$ cat src/rtl/advanced_pulse_extender.sv
// Multi-channel retriggerable pulse extender with per-channel missed-trigger flag.
// Define ADVANCED_PULSE_EXTENDER_HOLDOFF_EN to add a forced-low holdoff after each pulse.
module advanced_pulse_extender #(
   parameter int CHANNELS       = 1,
   parameter int LENGTH_WIDTH   = 4,
   parameter int RETRIGGER      = 1,
   parameter int HOLDOFF_LENGTH = 2
) (
   input  logic                    clock,
   input  logic                    reset,
   input  logic [LENGTH_WIDTH-1:0] pulse_length,
   input  logic [CHANNELS-1:0]     pulse_in,
   output logic [CHANNELS-1:0]     pulse_out,
   output logic [CHANNELS-1:0]     missed
);

   localparam logic [1:0] IDLE   = 2'd0;
   localparam logic [1:0] ACTIVE = 2'd1;
   localparam logic [LENGTH_WIDTH-1:0] ONE = 1;

`ifdef ADVANCED_PULSE_EXTENDER_HOLDOFF_EN
   localparam logic [1:0] HOLDOFF = 2'd2;
   localparam int HW = (HOLDOFF_LENGTH > 1) ? $clog2(HOLDOFF_LENGTH) : 1;
   localparam logic [HW-1:0] HOLD_LOAD =
      HW'((HOLDOFF_LENGTH > 0) ? HOLDOFF_LENGTH - 1 : 0);
`else
   localparam int unused_holdoff = HOLDOFF_LENGTH;
`endif

   // Counter holds remaining high cycles after the current one; length 0 acts as 1.
   logic [LENGTH_WIDTH-1:0] load_value;

   assign load_value = (pulse_length == '0) ? '0 : pulse_length - ONE;

   for (genvar i = 0; i < CHANNELS; i++) begin : g_ch
      logic [1:0]              state;
      logic [LENGTH_WIDTH-1:0] count;
      logic                    out_r;
      logic                    miss_r;
`ifdef ADVANCED_PULSE_EXTENDER_HOLDOFF_EN
      logic [HW-1:0]           hold_count;
`endif

      assign pulse_out[i] = out_r;
      assign missed[i]    = miss_r;

      always_ff @(posedge clock) begin
         if (reset) begin
            state  <= IDLE;
            count  <= '0;
            out_r  <= 1'b0;
            miss_r <= 1'b0;
`ifdef ADVANCED_PULSE_EXTENDER_HOLDOFF_EN
            hold_count <= '0;
`endif
         end else begin
            miss_r <= 1'b0;
            case (state)
               IDLE: begin
                  if (pulse_in[i]) begin
                     state <= ACTIVE;
                     count <= load_value;
                     out_r <= 1'b1;
                  end
               end
               ACTIVE: begin
                  if (pulse_in[i] && RETRIGGER != 0) begin
                     count <= load_value;
                  end else begin
                     if (pulse_in[i])
                        miss_r <= 1'b1;
                     if (count == '0) begin
                        out_r <= 1'b0;
`ifdef ADVANCED_PULSE_EXTENDER_HOLDOFF_EN
                        if (HOLDOFF_LENGTH == 0) begin
                           state <= IDLE;
                        end else begin
                           state      <= HOLDOFF;
                           hold_count <= HOLD_LOAD;
                        end
`else
                        state <= IDLE;
`endif
                     end else begin
                        count <= count - ONE;
                     end
                  end
               end
`ifdef ADVANCED_PULSE_EXTENDER_HOLDOFF_EN
               HOLDOFF: begin
                  miss_r <= pulse_in[i];
                  if (hold_count == '0)
                     state <= IDLE;
                  else
                     hold_count <= hold_count - 1'b1;
               end
`endif
               default: begin
                  state <= IDLE;
                  out_r <= 1'b0;
               end
            endcase
         end
      end
   end

endmodule

$ cat config.mk
export PLATFORM = sky130hd
export DESIGN_NAME = advanced_pulse_extender
export DESIGN_NICKNAME = d
export VERILOG_FILES = /design/src/rtl/advanced_pulse_extender.sv
export SDC_FILE = /design/constraint.sdc
export NUM_CORES = 1
export LEC_CHECK = 0
export BUFFER_PORTS_ARGS = -buffer_cell sky130_fd_sc_hd__buf_2
export CAP_MARGIN = 20
export CORE_AREA = 2 2 39 41
export CTS_CLUSTER_SIZE = 16
export DETAILED_ROUTE_END_ITERATION = 7
export DIE_AREA = 0 0 41 43
export PLACE_DENSITY_LB_ADDON = 0.2
export SYNTH_ARGS = -nofsm -noshare
export SYNTH_HDL_FRONTEND = slang
export SYNTH_SLANG_ARGS = --single-unit
$ cat constraint.sdc
create_clock -name clock -period 1.4 [get_ports clock]
set_input_delay 0.21 -clock clock [delete_from_list [all_inputs] [get_ports clock]]
set_output_delay 0.21 -clock clock [all_outputs]
set_load 0.02 [all_outputs]
# Word-level counts from Yosys, hierarchy flattened

Cells that the tools add are included.

$add $sub $neg: 2
Eq/ne operators: 5
Muxes and demuxes: 13
Reductions and logical operators: 6

Operators by type and width:

| kind                  | count |
|---|---|
| $mux W4               | 4 |
| $logic_not A4 Y1      | 2 |
| $pmux W4 S2           | 1 |
| $sub A4 B1 Y4 const B | 2 |
| $mux W2               | 3 |
| $ne A2 B2 Y1 const B  | 3 |
| $reduce_and A3 Y1     | 2 |
| $pmux W2 S2           | 1 |
| $mux W1               | 3 |
| $ne A3 B3 Y1 const B  | 1 |
| $eq A2 B1 Y1 const B  | 1 |
| $logic_not A2 Y1      | 1 |
| $pmux W1 S2           | 1 |
| $reduce_bool A2 Y1    | 1 |

Flip-flop bits (word level): 7
Input bits: 7
Output and inout bits: 2
Word-level logic and storage cells: 29

# Longest topological paths before layout

Gate-level depths: netlist (run 1).

Word-level depth: 4
Gate-level depth with buffers: 5
Depth with buffers taken out: 5

# Worst setup path before layout (run 1)

No wires, ideal clock.

Path type: reg-to-reg
From: register g_ch[0].count[0]
To: register g_ch[0].count[1]
Setup time: 101 ps
Arrival time: 1375 ps
Required time: 1299 ps
Setup slack: -76 ps
Cell stages (with the launch flop): 6
Buffers on the path: 0
Period minus slack after synthesis: 1476 ps
Cell sequence: dfxtp_1 inv_1 ha_1 or3b_4 a2111o_1 o41ai_1

Cells in the longest elaborated chain, start to end: 4
Elaborated cells between the ends (all ways): 7
Classes of those cells: add/sub: 1; eq/ne: 1; mux: 3; reduce/logical: 2

RTL lines:

| item                   | RTL line | RTL |
|---|---|---|
| start, declared        | 37       | `logic [LENGTH_WIDTH-1:0] count;` |
| start signal, assigned | 62       | `count <= load_value;` |
| start signal, assigned | 68       | `count <= load_value;` |
| start signal, assigned | 85       | `count <= count - ONE;` |
| $sub A4 B1 Y4          | 85       |  |
| $mux W4                | 72       | `if (count == '0) begin` |
| $mux W4                | 67       | `if (pulse_in[i] && RETRIGGER != 0) begin` |
| $pmux W4 S2            | 58       | `case (state)` |

Parallel ways exist; a longest one is shown, timed or not. The select of a mux whose other input is x is not followed.
A chain may end at the register's enable or synchronous reset.

# Worst setup path in the final report (run 1)

From: register g_ch[0].count[1]
To: register g_ch[0].count[1]

Same word-level chain as after synthesis.

==> flow_summary.ini, run 1 <==
[run_status]
run_status = finished with violations
violations = setup timing

[power_and_ir_drop]
powerDensity_nw_per_um2 = 924
vdd_drop_max_uv = 252
p_leak_nw = 0.217
total_power_uw = 486

[global_route]
grt_usage = 0.124
grt_pass1_wl_um = 1460
grt-ovfl-total = 0
grt_max_degree = 8
grt_pass1_vias = 349
antenna_found_initial = 0

[cells_and_area]
seq_area_um2 = 103
instances_no_fill = 75
final_area_um2 = 526
multi_input_area_um2 = 251
fin_nets = 68
syn_to_final_growth_pct = 55.6
drive_gt1_frac = 0.576
num_antenna_cells = 0
postLayoutCoreUtil = 0.380
fillCellCount = 148

[clock_network]
ctsHoldBuffers = 0
cts.clk_slew.worst_paths_ns = 0.04
cts_max_path_buffers = 2
cts_root_buffer = clkbuf_4
clk_latency_ns = 0.24
cts_buffers = 3
clock-sinks = 5
cts_max_level = 1
cts_tree = yes

[worst_setup_path]
criticalPathCategory = register to register
start_kind = register
arrival_ns = 1.58
end_kind = register
crit_required_ns = 1.54
rrSetupSlack_ns = -0.04
r2r-start = g_ch[0].count[1]$_SDFFE_PP0P_
cp_max_fo = 3
timing.rr.end = g_ch[0].count[1]$_SDFFE_PP0P_
r2r_cells = 5

[min_path]
hold_depth = 2
worstHoldEndpoint = g_ch[0].count[0]$_SDFFE_PP0P_
hold_class = primary input to register
hp-start = reset

[placed_design]
finalWeightedCongestion = 0.677
portBuffers = 7
pre_cts_ws_ns = -0.0700
dpl-instance-area_um2 = 437
placed_cells = 66

[logic_synthesis]
ys_seq_elements = 5
netlist_top_cells_area = dfxtp_1, a211oi_1, a221oi_2, and2_1, ha_1
yosysWarningCount = 0
syn_area_um2 = 338
postSynthAreaPerCell_um2 = 8.89
synth_ff_type = dfxtp_1
synth_top_area_share = 0.296
yosys.area.top_type = dfxtp_1
yosysSeqAreaShare = 0.296
syn_inst = 38
async_reset_ff_frac = 0
synth_fp_nets = 46
yosys-top-cells-count = dfxtp_1, nor2_1, a211oi_1, and2_1, inv_1
synth_most_common_cell = dfxtp_1
synth_edf_count = 0
synth_cell_types = 29

[timing]
whs_ns = 0.230
finalMaxSlewViolations = 0
rsz0062_at_grt = yes
clock_skew_ns = 0.00198
setup_slack_ns = -0.0396
finalCritPeriodShare = 1.03
tns_ns = -0.0655
finalHoldViolCount = 0
fmax_mhz = 695
min_period_ns = 1.44
setup_viol_count_final = 3

[drt]
post_drt_via_cell_ratio = 4.77
wl_per_cell_um = 11.0
ant_nets = 0
wirelength_um = 824
drc = 0
vias = 358
first_pass_iters = 2
drtIter0Drc = 8

[floorplan]
ios = 9
die_h_um = 43
coreArea_um2 = 1380
dieArea_um2 = 1760
die_w_um = 41
start_util = 0.244
rows = 14

[flow_run]
cap_viol_max_count = 0
cells by family after synthesis:
| logic type | count (synthesis) | share of synthesized area |
|---|---|---|
| compound gates | 11 | 0.278 |
| fa+ha+maj | 1 | 0.0370 |
| buf+inv | 3 | 0.0445 |
| flops | 5 | 0.296 |
| mux | 1 | 0.0296 |
| other cells | 1 | 0.0111 |
| simple gates | 16 | 0.304 |
state kept, by name, indices dropped and copies added, names as in the netlist:
| signal | cells |
|---|---|
| pulse_out | 1 |
| g_ch.count | 4 |
worst max-delay path by stage:
stage / startpoint / endpoint / cells after the start
final: g_ch[0].count[1]$_SDFFE_PP0P_ / g_ch[0].count[1]$_SDFFE_PP0P_ / 5
after global routing: g_ch[0].count[1]$_SDFFE_PP0P_ / g_ch[0].count[0]$_SDFFE_PP0P_ / 5
after CTS: g_ch[0].count[0]$_SDFFE_PP0P_ / g_ch[0].count[1]$_SDFFE_PP0P_ / 5
after detailed placement: g_ch[0].count[1]$_SDFFE_PP0P_ / g_ch[0].count[1]$_SDFFE_PP0P_ / 5
after global placement: g_ch[0].count[0]$_SDFFE_PP0P_ / g_ch[0].count[1]$_SDFFE_PP0P_ / 5
after floorplan: g_ch[0].count[0]$_SDFFE_PP0P_ / g_ch[0].count[1]$_SDFFE_PP0P_ / 5
routing by layer:
metal  up-vias  GRT usage  part of all wire
li1        190          -                 -
met1       159      0.155              0.46
met2         7      0.178              0.50
met3         2     0.0157             0.032
met4         0      0.100            0.0097
met5         -          0                 0
layout make-up:
cell class / instances / area share
Tap cell: 16 / 0.0381
Timing Repair Buffer: 18 / 0.224
Sequential cell: 5 / 0.195
Inverter: 2 / 0.0143
Clock buffer: 4 / 0.0500
Multi-Input combinational cell: 30 / 0.479
layout by cell type (no fill, tap or decap):
cell type,n
ha_4,1
conb_1,1
nor2b_1,1
clkbuf_4,3
and4b_2,1
a31o_1,1
nor2_1,3
nand3b_1,1
clkbuf_1,1
a211oi_2,1
or4b_2,1
buf_2,7
and2_1,2
o41ai_2,1
nor4_1,1
or3_1,1
a211oi_1,1
mux2i_1,1
nand3_1,1
or3b_4,1
o31ai_1,1
a2111o_1,1
a21oi_2,1
nor3_1,1
a221oi_2,1
o31a_1,1
inv_2,2
buf_4,11
or2_2,1
nand2_1,1
dfxtp_2,2
o21ai_0,1
dfxtp_1,3
a311oi_1,1
critical path, cell delays in order (launching register included):
cell and delay (ns):
dfxtp_2 0.31, inv_2 0.07, ha_4 0.13, or3b_4 0.39
a2111o_1 0.38, o41ai_2 0.05
power by group:
group | internal (mW) | switching (mW) | total, mW
combinational | 0.0863 | 0.0684 | 0.155
sequential | 0.157 | 0.0107 | 0.167
clock | 0.108 | 0.0561 | 0.164
total | 0.351 | 0.135 | 0.486
timing repair:
item | CTS | global route
endpoints found under the hold margin | 0 | 0
setup buffers | 4 | 1
setup endpoints to repair | 3 | 5
pin swaps | 2 | 0
resized for setup | 4 | 2
Note: power is estimated with default switching activity, not from simulation.
==> run 2, diff against run 1 <==
Settings changed: ABC_AREA from default to 1.
==> run 2 against run 1 <==
  * Critical path depth rose by 1
  * Fmax rose by 24%
  * Utilization fell by 4.4 points
  * Via count rose by 6.7%
  * Hold slack improved by 0.051 ns
  * Largest power group is now the clock network
  * Non-clock buffer count fell by 11
  * The flow now finishes without violations
==> flow_summary.ini, run 2 <==
[worst_setup_path]
cp_max_fo = 3
arrival_ns = 1.35
cp_slowest_stage_delay_ns = 0.30
start_kind = register
end_kind = register
criticalPathCategory = register to register
crit_path_cell_trace = inv_1 -> ha_1 -> nand3_2 -> a21oi_1 -> nand3_1 -> o21ai_2
cp_slowest_cell = dfxtp_1
critical_path.top_delay_family = flip-flops
crit_required_ns = 1.58
crit_buf_inv = 1

[cells_and_area]
drive_gt1_frac = 0.303
seq_area_um2 = 100
multi_input_area_um2 = 236
top_register = g_ch.count
final_area_um2 = 464
syn_to_final_growth_pct = 19.3
fin_nets = 85
num_antenna_cells = 0
fillCellCount = 163
postLayoutCoreUtil = 0.335
final_cell_mix = nand2_1, nor2_1, nand3_1
largest_reg_flops = 4
layout_commonest_cell = nand2_1

[power_and_ir_drop]
p_leak_nw = 0.264
sw_frac_of_total = 0.337
powerDensity_nw_per_um2 = 1010
power_frac_clock = 0.363
p_int_uw = 310
power_frac_seq = 0.360
power_frac_comb = 0.277
vdd_drop_max_uv = 521
switchingPower_uw = 158

[clock_network]
cts_root_buffer = clkbuf_4
cts_tree = yes
cts.clk_slew.worst_paths_ns = 0.05
cts_resized = 0
clk_latency_ns = 0.25
clock-sinks = 5
cts_buffers = 3
cts_max_level = 1
cts_setup_buffers = 0
cts_max_path_buffers = 2
ctsHoldBuffers = 0

[placed_design]
pre_cts_ws_ns = 0.242
dp.final_hpwl_um = 609
finalWeightedCongestion = 0.711
portBuffers = 7
dpl-instance-area_um2 = 437

[floorplan]
ios = 9
start_util = 0.281
die_h_um = 43
coreArea_um2 = 1380
rows = 14
die_w_um = 41
dieArea_um2 = 1760

[logic_synthesis]
synth_top_area_share = 0.257
yosysWarningCount = 0
synth_ff_type = dfxtp_1
netlist_top_cells_area = dfxtp_1, nand2_1, nor2_1, nand3_1, inv_1
yosysSeqAreaShare = 0.257
ys_seq_elements = 5
synth_most_common_cell = nand2_1
postSynthAreaPerCell_um2 = 5.90
yosys.area.top_type = dfxtp_1
synth_fp_nets = 74
synth_cell_types = 16
synth_edf_count = 0
syn_inst = 66
async_reset_ff_frac = 0
yosys-top-cells-count = nand2_1, nor2_1, nand3_1
syn_area_um2 = 389

[drt]
wirelength_um = 759
drtIter0Drc = 10
vias = 382
wl_per_cell_um = 8.25
post_drt_via_cell_ratio = 4.15
drc = 0
first_pass_iters = 3
ant_nets = 0

[timing]
finalMaxSlewViolations = 0
clock_skew_ns = 0.00267
fmax_mhz = 858
rsz0062_at_grt = no
tns_ns = 0
finalCritPeriodShare = 0.832
min_period_ns = 1.17
setup_viol_count_final = 0
finalHoldViolCount = 0
setup_slack_ns = 0.235

[flow_run]
cap_viol_max_count = 0

[global_route]
grt_usage = 0.105
antenna_found_initial = 0
grt-ovfl-total = 0
grt_pass1_vias = 329
grt_max_degree = 8
grt_pass1_wl_um = 1240

[min_path]
hold_class = primary input to register

[run_status]
run_status = finished, final reports clean
==> run 2: power groups by stage <==
stage	Combinational [mW]	Clock [mW]	Sequential, mW
2_1_floorplan	0.101	0	0.172
6_report	0.130	0.170	0.169
3_5_place_dp	0.131	0	0.171
5_1_grt	0.150	0.190	0.170
4_1_cts	0.131	0.178	0.169
3_3_place_gp	0.131	0	0.172
==> run 2: final cells by class <==
type / count / area share
multi-input combinational: 48 / 0.509
sequential: 5 / 0.216
inverter: 12 / 0.0970
timing repair buffer: 7 / 0.0755
clock buffer: 3 / 0.0485
tap: 16 / 0.0431
clock inverter: 1 / 0.0108
==> run 2: logic make-up after synthesis <==
| group | Yosys count | share of synthesized area |
|---|---|---|
| AO/OA/AOI/OAI | 4 | 0.0707 |
| adder cells (fa/ha/maj) | 1 | 0.0321 |
| buffers and inverters | 13 | 0.135 |
| flip-flops | 5 | 0.257 |
| other | 1 | 0.00964 |
| AND/OR/NAND/NOR | 42 | 0.495 |
==> run 2: metrics by stage <==
| stage | cells | power (mW) | hold WS (ns) |
|---|---|---|---|
| 2_1_floorplan | 66 | 0.273 | 0.398 |
| 3_3_place_gp | 88 | 0.303 | 0.503 |
| 3_5_place_dp | 88 | 0.302 | 0.488 |
| 4_1_cts | 92 | 0.478 | 0.273 |
| 5_1_grt | 92 | 0.510 | 0.307 |
| 6_report | 92 | 0.468 | 0.280 |
==> run 2: per-layer routing <==
layer  wire (um)  part of all wire  GRT usage
met5           0                 0          0
met3          35             0.046     0.0628
met2         370              0.49      0.159
met4           0                 0     0.0200
met1         353              0.47      0.125
==> run 2: worst reg2reg max path: cells and delay by family, from the launching register on <==
family / cells / cell delay [ns]
buf+inv: 1 / 0.09
fa+ha+maj: 1 / 0.20
simple gates: 2 / 0.23
flops: 1 / 0.30
compound gates: 2 / 0.29
==> run 2: path summary, 6_finish.rpt <==
kind                                        end                           from  slack [ns]  cells after the start
setup / recovery  g_ch[0].count[2]$_SDFFE_PP0P_  g_ch[0].count[0]$_SDFFE_PP0P_        0.23                      6
hold / removal    g_ch[0].count[1]$_SDFFE_PP0P_                       pulse_in        0.28                      4
setup reg to reg  g_ch[0].count[2]$_SDFFE_PP0P_  g_ch[0].count[0]$_SDFFE_PP0P_        0.23                      6
hold reg to reg   g_ch[0].count[1]$_SDFFE_PP0P_  g_ch[0].count[1]$_SDFFE_PP0P_        0.49                      2
